===== config.mk =====
export PLATFORM = sky130hd
export DESIGN_NAME = fifo_serial_tx_flat
export DESIGN_NICKNAME = d
export VERILOG_FILES = /design/src/rtl/fifo_serial_tx_if.sv /design/src/rtl/fifo_serial_tx.sv /design/src/flat_wrapper.sv
export SDC_FILE = /design/constraint.sdc
export NUM_CORES = 1
export LEC_CHECK = 0
export BUFFER_PORTS_ARGS = -buffer_cell sky130_fd_sc_hd__buf_2
export CAP_MARGIN = 20
export CORE_ASPECT_RATIO = 0.75
export CORE_MARGIN = 2
export CORE_UTILIZATION = 30
export CTS_CLUSTER_SIZE = 24
export DETAILED_ROUTE_END_ITERATION = 8
export PLACE_DENSITY = 0.56
export SLEW_MARGIN = 20
export SYNTH_ARGS = -nofsm -noshare
export SYNTH_HDL_FRONTEND = slang
export SYNTH_SLANG_ARGS = --single-unit

===== constraint.sdc =====
create_clock -name clk -period 5 [get_ports clk]
set_input_delay 0.75 -clock clk [delete_from_list [all_inputs] [get_ports clk]]
set_output_delay 0.75 -clock clk [all_outputs]
set_load 0.005 [all_outputs]

===== src/rtl/fifo_serial_tx_if.sv =====
// FIFO read-port bundle between a first-word-fall-through FIFO and its consumer.
//   fifoEmpty  FIFO empty flag (driven by the FIFO)
//   fifoDout   head word, valid while fifoEmpty=0 (driven by the FIFO)
//   fifoRen    pop strobe, one cycle per word (driven by the consumer)
// Modports: master = consumer (fifo_serial_tx), slave = FIFO side.
interface fifo_serial_tx_if #(
  parameter int unsigned BITWIDTH = 5
) ();
  logic                fifoEmpty;
  logic [BITWIDTH-1:0] fifoDout;
  logic                fifoRen;

  modport master (
    input  fifoEmpty,
    input  fifoDout,
    output fifoRen
  );

  modport slave (
    output fifoEmpty,
    output fifoDout,
    input  fifoRen
  );
endinterface


===== src/rtl/fifo_serial_tx.sv =====
// Serial transmitter fed from a first-word-fall-through FIFO. Pops one word per frame and sends
// it LSB-first: start bit (0), BITWIDTH data bits, optional even-parity bit, stop bit (1). Each
// bit lasts CLKS_PER_BIT clocks. Back-to-back frames have no idle gap between stop and start.
// Optional feature: define SERIAL_TX_PARITY_EN to insert the even-parity bit before the stop bit.
// Ports:
//   clk       clock, all logic on posedge
//   rst       synchronous active-high reset; aborts any frame in progress
//   txEn      1 = may start new frames; 0 = finish current frame, then idle
//   fifo      FIFO read port (master modport): fifoEmpty, fifoDout in, fifoRen out (combinational)
//   txd       serial line, idle high, registered
//   busy      1 while a frame is on the line, registered
//   frameCnt  frames completed since reset, wraps
module fifo_serial_tx #(
  parameter int unsigned BITWIDTH     = 5,
  parameter int unsigned CLKS_PER_BIT = 4,
  parameter int unsigned CNT_WIDTH    = 16
) (
  input  logic                 clk,
  input  logic                 rst,
  input  logic                 txEn,
  fifo_serial_tx_if.master     fifo,
  output logic                 txd,
  output logic                 busy,
  output logic [CNT_WIDTH-1:0] frameCnt
);

  localparam int unsigned TickW = $clog2(CLKS_PER_BIT);
  localparam int unsigned BitW  = (BITWIDTH > 1) ? $clog2(BITWIDTH) : 1;

  typedef enum logic [2:0] {
    StIdle,
    StStart,
    StData,
`ifdef SERIAL_TX_PARITY_EN
    StParity,
`endif
    StStop
  } state_e;

  state_e              state_q;
  logic [BITWIDTH-1:0] shift_q;
  logic [TickW-1:0]    tick_q;
  logic [BitW-1:0]     bit_q;
`ifdef SERIAL_TX_PARITY_EN
  logic                parity_q;
`endif

  logic                last_tick;
  logic                last_bit;
  logic                pop_now;
  logic [BITWIDTH-1:0] shifted;

  assign last_tick = (tick_q == TickW'(CLKS_PER_BIT - 1));
  assign last_bit  = (bit_q == BitW'(BITWIDTH - 1));
  assign shifted   = shift_q >> 1;

  // A new word is taken only when the line is free now or at the end of the current stop bit.
  assign pop_now = !rst && txEn && !fifo.fifoEmpty &&
                   ((state_q == StIdle) || ((state_q == StStop) && last_tick));

  assign fifo.fifoRen = pop_now;

  always_ff @(posedge clk) begin
    if (rst) begin
      state_q  <= StIdle;
      shift_q  <= '0;
      tick_q   <= '0;
      bit_q    <= '0;
      txd      <= 1'b1;
      busy     <= 1'b0;
      frameCnt <= '0;
`ifdef SERIAL_TX_PARITY_EN
      parity_q <= 1'b0;
`endif
    end else if (pop_now) begin
      // Latch the word now; an emptying FIFO cannot disturb the frame afterwards.
      if (state_q == StStop) begin
        frameCnt <= frameCnt + CNT_WIDTH'(1);
      end
      state_q  <= StStart;
      shift_q  <= fifo.fifoDout;
      tick_q   <= '0;
      bit_q    <= '0;
      txd      <= 1'b0;
      busy     <= 1'b1;
`ifdef SERIAL_TX_PARITY_EN
      parity_q <= ^fifo.fifoDout;
`endif
    end else begin
      case (state_q)
        StIdle: begin
          txd  <= 1'b1;
          busy <= 1'b0;
        end
        StStart: begin
          if (last_tick) begin
            tick_q  <= '0;
            state_q <= StData;
            txd     <= shift_q[0];
          end else begin
            tick_q <= tick_q + TickW'(1);
          end
        end
        StData: begin
          if (last_tick) begin
            tick_q <= '0;
            if (last_bit) begin
              bit_q <= '0;
`ifdef SERIAL_TX_PARITY_EN
              state_q <= StParity;
              txd     <= parity_q;
`else
              state_q <= StStop;
              txd     <= 1'b1;
`endif
            end else begin
              bit_q   <= bit_q + BitW'(1);
              shift_q <= shifted;
              txd     <= shifted[0];
            end
          end else begin
            tick_q <= tick_q + TickW'(1);
          end
        end
`ifdef SERIAL_TX_PARITY_EN
        StParity: begin
          if (last_tick) begin
            tick_q  <= '0;
            state_q <= StStop;
            txd     <= 1'b1;
          end else begin
            tick_q <= tick_q + TickW'(1);
          end
        end
`endif
        StStop: begin
          if (last_tick) begin
            // No follow-on word: count the frame and return to idle.
            tick_q   <= '0;
            frameCnt <= frameCnt + CNT_WIDTH'(1);
            state_q  <= StIdle;
            busy     <= 1'b0;
            txd      <= 1'b1;
          end else begin
            tick_q <= tick_q + TickW'(1);
          end
        end
        default: begin
          state_q <= StIdle;
          tick_q  <= '0;
          bit_q   <= '0;
          txd     <= 1'b1;
          busy    <= 1'b0;
        end
      endcase
    end
  end

endmodule


===== src/flat_wrapper.sv =====
// flat-port wrapper written by rule: the top's interface ports become plain ports
module fifo_serial_tx_flat 
#(
  parameter int unsigned BITWIDTH     = 5,
  parameter int unsigned CLKS_PER_BIT = 4,
  parameter int unsigned CNT_WIDTH    = 16
)
  (clk, rst, txEn, txd, busy, frameCnt, fifo_fifoEmpty, fifo_fifoDout, fifo_fifoRen);
  fifo_serial_tx_if #(.BITWIDTH(BITWIDTH)) fifo_i ();
  input  logic clk;
  input  logic rst;
  input  logic txEn;
  output logic txd;
  output logic busy;
  output logic [CNT_WIDTH-1:0] frameCnt;
  input wire logic [$bits(fifo_i.fifoEmpty)-1:0] fifo_fifoEmpty;
  input wire logic [$bits(fifo_i.fifoDout)-1:0] fifo_fifoDout;
  output wire logic [$bits(fifo_i.fifoRen)-1:0] fifo_fifoRen;
  assign fifo_i.fifoEmpty = fifo_fifoEmpty;
  assign fifo_i.fifoDout = fifo_fifoDout;
  assign fifo_fifoRen = fifo_i.fifoRen;
  fifo_serial_tx #(.BITWIDTH(BITWIDTH), .CLKS_PER_BIT(CLKS_PER_BIT), .CNT_WIDTH(CNT_WIDTH)) u_core (.clk(clk), .rst(rst), .txEn(txEn), .fifo(fifo_i), .txd(txd), .busy(busy), .frameCnt(frameCnt));
endmodule

# Word level (Yosys, flattened, before mapping)
# Cells that the tools add are included.
# totals
regBits	31
in_bits	9
wordCells	78
# op_classes
add_sub_neg	3
n_eq_ne	16
mux	28
n_bitwise	2
reduce_logical	21
# op_table
op	n
two-way mux 16 bit	4
two-way mux 5 bit	4
two-way mux 3 bit	6
adder 16 x 1 -> 16 bit, second input constant	1
!= test 3 x 2 -> 1 bit, second input constant	4
case mux 3 bit (4 select lines)	1
!= test 2 x 1 -> 1 bit, second input constant	5
AND reduction 5 bit	2
two-way mux 1 bit	8
== test 3 x 2 -> 1 bit, second input constant	2
case mux 3 bit (2 select lines)	1
AND reduction 2 bit	3
AND reduction 3 bit	2
OR reduction 3 bit	2
logical AND 1 bit	4
!= test 2 bit, second input constant	2
case mux 2 bit (2 select lines)	1
nonzero test 2 bit	2
OR reduction 2 bit	2
adder 3 x 1 -> 3 bit, second input constant	1
== test 3 x 1 -> 1 bit, second input constant	1
== test 3 bit, second input constant	1
zero test 3 bit	1
case mux 1 bit (3 select lines)	1
7 further kinds	9

# Logic depth before layout (Yosys ltp)
# Gate-level depths: netlist of the first run.
# depth
word_depth	6
ltp_mapped	9
depth_no_buf	7

# Worst setup path after synthesis of the first run
# No wires, ideal clock.
# synth_path
path_kind	input to output
from	in rst
to	out fifo_fifoRen
arrival_ns	1.591
required_time_ns	4.250
slack_ns	2.659
cell_stages	4
path_buffers	2
path_cell_list	buf_6 > or4b_1 > clkbuf_1 > inv_1
# synth_between
elab_chain_len	4
# synth_lines
item	line_no	text
start: declaration	flat_wrapper.sv:11	input logic rst;
zero test 1 bit	fifo_serial_tx.sv:58	assign pop_now = !rst && txEn && !fifo.fifoEmpty &&
logical AND 1 bit (3 in series)	fifo_serial_tx.sv:58	
end: declaration	flat_wrapper.sv:18	output wire logic [$bits(fifo_i.fifoRen)-1:0] fifo_fifoRen;
# Every way passes these cells.

# Worst setup path in the final report of the first run
# layout_path
from	reg u_core.tick_q[0]
to	out fifo_fifoRen
# layout_between
elab_chain_len	4
# layout_lines
item	line_no	text
start: declaration	fifo_serial_tx.sv:42	logic [TickW-1:0] tick_q;
start signal: assignment	fifo_serial_tx.sv:101	tick_q <= tick_q + TickW'(1);
start signal: assignment	fifo_serial_tx.sv:122	tick_q <= tick_q + TickW'(1);
start signal: assignment	fifo_serial_tx.sv:145	tick_q <= tick_q + TickW'(1);
== test 2 bit	fifo_serial_tx.sv:53	assign last_tick = (tick_q == TickW'(CLKS_PER_BIT - 1));
logical AND 1 bit	fifo_serial_tx.sv:59	((state_q == StIdle) || ((state_q == StStop) && last_tick));
logical OR 1 bit	fifo_serial_tx.sv:59	
logical AND 1 bit	fifo_serial_tx.sv:58	
# Every way passes these cells.

==> results of run 1 <==
-- path summary, 6_finish.rpt --
path                startpoint                end  slack, ns  cells past startpoint
max           u_core.tick_q[0]       fifo_fifoRen       1.96                      5
min          u_core.shift_q[4]  u_core.shift_q[4]       0.47                      2
max reg2reg   u_core.tick_q[0]  u_core.state_q[1]       2.73                      5
min reg2reg  u_core.shift_q[4]  u_core.shift_q[4]       0.47                      2
-- synth_stat cells, types with 3 or more instances --
master / number
dfxtp_1: 30
a21oi_1: 19
nor2_1: 16
o21ai_0: 13
ha_1: 10
or3_1: 8
mux2i_1: 7
inv_1: 6
nand2_1: 6
nand3_1: 6
and4_1: 5
a211oi_1: 4
clkbuf_1: 4
nand4_1: 4
xor2_1: 4
o31ai_1: 3
or4_1: 3
-- critical path: cells and delay by family (launching register included) --
family,cells,cell delay [ns]
and+or+nand+nor,1,0.73
AOI/OAI and AO/OA,1,0.13
adders and majority gates,1,0.54
buffers and inverters,2,0.26
DFF,1,0.35
-- flip-flops by register name (all words and copies together), names as in the netlist --
name	cells
u_core.tick_q	2
u_core.frameCnt	16
u_core.txd	1
u_core.busy	1
u_core.shift_q	5
u_core.bit_q	3
u_core.state_q	2
-- metrics by stage --
stage          worst slack [ns]   util  cell area [um2]  cells
2_1_floorplan              2.66      -             1560    176
3_3_place_gp               2.18  0.344             1710    252
3_5_place_dp               2.16  0.344             1710    252
4_1_cts                    1.93  0.363             1800    260
5_1_grt                    1.78  0.363             1800    260
6_report                   1.96  0.363             1800    260
-- routing by layer --
layer	share of wire	GRT usage	routed length, um
met1	0.54	0.177	1840
met2	0.38	0.179	1280
met3	0.054	0.0375	182
met4	0.026	0.0808	88
met5	0	0	0
-- logic make-up after synthesis --
family | synth area share
flops | 0.385
simple gates | 0.222
compound gates | 0.189
xor+xnor | 0.0225
fa+ha+maj | 0.0803
buf+inv | 0.0554
mux | 0.0449
-- where the power goes --
| group | switching [mW] | leakage, nW | internal, mW | total (mW) |
|---|---|---|---|---|
| logic | 0.0145 | 0.448 | 0.0102 | 0.0247 |
| clock network | 0.0879 | 0.0482 | 0.111 | 0.199 |
| registers | 0.00210 | 0.242 | 0.243 | 0.245 |
| total | 0.105 | 0.739 | 0.364 | 0.468 |
-- final cells by class --
type                       instances  area share
clock buffer                       7      0.0481
timing repair buffer              27      0.0752
sequential                        30       0.334
multi-input combinational        129       0.485
tap                               60      0.0418
clock inverter                     1     0.00279
inverter                           6      0.0125
==> metrics.txt, run 1 <==
critical path required time 4.25 ns; TritonCTS buffer count 5; Hold Vio Cnt, Final 0; GRT overflow 0; post-cts gate resize count 0; row count 22; Post-CTS Hold Fix Bufs 0; Avg Inst Size Synth 8.86 um2; PD cells 261 mW/mm2; Storage cell area 601 um2; total chip power 0.468 mW; commonest cells after routing, fill and taps aside dfxtp_1 (30), buf_2 (27), a21oi_1 (19), nor2_1 (16), o21ai_0 (13); synth warn 0; wire per inst 13.0 um; CTS tree built; ratio of final minimum period to clock period 0.609; Hold WS 0.470 ns; Gate Count Post-Synth 176; core area 0.00495 mm2; critical path fanouts, max 16; Cell variety after synth 40; die height 66.4 um; sum of negative setup slack 0 ns; sequential element share of the synthesized area 0.385; Initial Utilization 0.315; area occupied by multi-input gates 872 um2; Setup Fix Bufs, Post-CTS 0; die width 87.2 um; number of flops mapped to enable cells by yosys 0; Worst Setup End Kind output pin; MaxCap Viol Count 0; NumNets Final 218; FF+latch count, synth 30; IO buf count 27; vias in the first global route 1244; post-synth top area cell dfxtp_1; pin count of the biggest net entering global routing 28; crit-path cells ha_1, a21oi_1, or4b_1, inv_1, buf_2; share of the synthesized area in the top cell type 0.385; Detail Route Antenna Nets 0; H-Tree Depth 2; Mapped Nets 195; Fill cells 513; RSZ-0062 raised after global routing false; clk_lat worst skew 0.28 ns; gr usage total 0.130; CP Class reg -> out; Via Count 1345; Slew HR 0.609; CP arrival 2.29 ns; Mapped Area 0.00156 mm2; Slew Limit Fails 0; first-pass GRT wire length 5800 um; Tmin final 3.04 ns; Area growth, synth to finish 15.2%; Clock Tree Buf Depth 2; antenna violations before repair 0; CTS sink count 30; ys flop type dfxtp_1; asr flop ratio synth 0; most common cell after layout, fill and taps aside dfxtp_1; Slowest-stage cell, CP or4b_1; top cells by area, synth dfxtp_1 (39%), ha_1 (8.0%), a21oi_1 (6.1%); Max Freq 329 MHz; Slew @ Worst Pin 0.586 ns; ANT cells 0; total die area 0.00580 mm2; routed wire length 3390 um; Final GP Congestion 0.784; maximum VDD drop 0.000107 V; placed wire-length estimate 2440 um; CP startpoint kind register; layout cells sized above 1 0.195; clock skew 0.00758 ns; Pleak 0.739 nW; Via-to-Cell Ratio 5.17; drt drc 0; status complete, no violations; clk root buf clkbuf_8; critical path's largest stage delay 0.73 ns; TritonRoute pass-1 iters 4; I/O Pins 28; clock-pin slew on the worst setup and hold paths 0.06 ns; Final setup viols 0; DRT iter0 DRCs 44; HP Class reg -> reg
No activity file was read; power rests on OpenSTA's default activity.
==> inputs of run 2 (changes only) <==
==> constraint.sdc (replaced) <==
create_clock -name clk -period 2.8 [get_ports clk]
set_input_delay 0.42 -clock clk [delete_from_list [all_inputs] [get_ports clk]]
set_output_delay 0.42 -clock clk [all_outputs]
set_load 0.005 [all_outputs]
==> run 2 against run 1 <==
Effect of this change:
- sequential power rose by 78%
- clock skew down 0.0041 ns
- via count increased by 0.22%
- worst hold slack worse by 0.077 ns
- die area is the same
- critical path type unchanged
- largest cell class unchanged
- largest power group unchanged
- final area increased by 0.35%
==> metrics.txt, run 2 (same netlist as run 1, synthesis figures left out) <==
status complete, no violations; critical path fanouts, max 14 (-2); CTS sink count 30 (unchanged); MaxCap Viol Count 0 (unchanged); H-Tree Depth 2 (unchanged); GRT overflow 0 (unchanged); TritonCTS buffer count 5 (unchanged); layout cells sized above 1 0.200 (+0.00500); Slew HR 0.682 (+0.0729); Slew Limit Fails 0 (unchanged); clock skew 0.00349 ns (-0.00409 ns); core area 0.00495 mm2 (unchanged); placed wire-length estimate 2450 um (+0.28%); PnR worst setup slack 0.364 ns (-1.59 ns); I/O Pins 28 (unchanged); Final GP Congestion 0.785 (+0.14%); critical path required time 2.38 ns (-1.87 ns); Area growth, synth to finish 15.7%; CP Class reg -> out; HP Class in -> reg; IO buf count 27 (unchanged); drt drc 0 (unchanged); CTS tree built; DRT iter0 DRCs 67 (+52%); antenna violations before repair 0 (unchanged); Slew @ Worst Pin 0.477 ns (-0.109 ns); critical path's largest stage delay 0.48 ns (-0.25 ns); Setup Fix Bufs, Post-CTS 0 (unchanged); post-cts gate resize count 0 (unchanged); total chip power 0.814 mW (+74%); Clock Tree Buf Depth 2 (unchanged); maximum VDD drop 0.000183 V (+71%); clk_lat worst skew 0.27 ns (about the same); commonest cells after routing, fill and taps aside dfxtp_1 (30), buf_2 (27), a21oi_1 (19), nor2_1 (16), o21ai_0 (13); Top delay family on crit path simple AND/OR/NAND/NOR gates; gr usage total 0.129 (-0.000947); die height 66.4 um (unchanged); row count 22 (unchanged); CP startpoint kind register; TritonRoute pass-1 iters 4 (unchanged); post-place setup slack 0.670 ns (-1.49 ns); Largest register FFs 16 (unchanged); vias in the first global route 1261 (+1.4%); CP arrival 2.02 ns (-0.27 ns); ratio of final minimum period to clock period 0.870; wire per inst 12.8 um (-1.7%); PD cells 452 mW/mm2 (+73%); sum of negative setup slack 0 ns (unchanged); Initial Utilization 0.315 (unchanged); total die area 0.00580 mm2 (unchanged); Pleak 0.743 nW (+0.63%); Max Freq 411 MHz; Final setup viols 0 (unchanged); clk root buf clkbuf_8; Hold Vio Cnt, Final 0 (unchanged); die width 87.2 um (unchanged); routed wire length 3330 um (-1.7%); ANT cells 0 (unchanged); RSZ-0062 raised after global routing false; Slowest-stage cell, CP or4b_1; Post-CTS Hold Fix Bufs 0 (unchanged); Reg with most FFs u_core.frameCnt; crit path buf inv count 3 (+1); first-pass GRT wire length 5910 um (+1.8%); most common cell after layout, fill and taps aside dfxtp_1; clock-pin slew on the worst setup and hold paths 0.06 ns (about the same); Detail Route Antenna Nets 0 (unchanged); pin count of the biggest net entering global routing 28 (unchanged); Top Registers u_core.frameCnt: 16 flops, u_core.shift_q: 5 flops, u_core.bit_q: 3 flops; Worst Setup End Kind output pin; NumNets Final 220 (+0.92%); crit-path cells ha_1, a21oi_1, or4b_1, buf_4, inv_1, buf_2; Via Count 1348 (+0.22%); Via-to-Cell Ratio 5.18 (+0.22%); Tmin final 2.44 ns
==> run 2: cell types whose count changed in the layout (fill, tap and decap cells not counted) <==
cell      previous run  this run
clkbuf_1             1         0
buf_4                0         2
clkinv_2             1         0
==> run 2: report_power, final <==
| group | internal (mW) | switching [mW] |
|---|---|---|
| Sequential | 0.433 | 0.00390 |
| Combinational | 0.0188 | 0.0260 |
| Clock | 0.189 | 0.143 |
| Total | 0.641 | 0.173 |
==> run 2: final cells by class <==
class                   count  area (um2)
flip-flops and latches     30         601
multi-input cells         129         872
well taps                  60        75.1
repair buffers             29         150
fillers                   537        3150
clock buffers               6        82.6
inverters                   6        22.5
==> run 2: worst reg2reg max path, cell delays in order, from the launching register on <==
cell and delay (ns):
dfxtp_1 0.40, ha_1 0.37, a21oi_1 0.12, or4b_1 0.48
buf_4 0.20, nand2b_1 0.23, nor2_1 0.09
==> run 2: per-layer routing <==
| layer | vias up | part of all wire | routed length [um] | GRT usage |
|---|---|---|---|---|
| met2 | 45 | 0.41 | 1370 | 0.179 |
| met1 | 602 | 0.52 | 1720 | 0.185 |
| met4 | 0 | 0.0099 | 33 | 0.0519 |
| met5 | - | 0 | 0 | 0 |
| met3 | 5 | 0.064 | 214 | 0.0387 |
| li1 | 696 | - | - | - |
==> run 2: path summary, 6_finish.rpt <==
path / startpoint / endpoint / slack [ns] / depth (start not counted)
worst max-delay path: u_core.state_q[1] / fifo_fifoRen / 0.36 / 6
worst min-delay path: fifo_fifoDout[4] / u_core.shift_q[4] / 0.39 / 3
worst max register to register: u_core.state_q[1] / u_core.bit_q[0] / 0.79 / 6
worst min register to register: u_core.shift_q[4] / u_core.shift_q[4] / 0.47 / 2
==> run 2: stage by stage <==
stage               hold slack (ns)  instances  utilization  area (um2)
floorplan                     0.447        176            -        1560
detailed placement            0.469        254        0.347        1720
global route                  0.402        260        0.364        1800
finish                        0.393        260        0.364        1800
CTS                           0.388        260        0.364        1800
global placement              0.469        254        0.347        1720
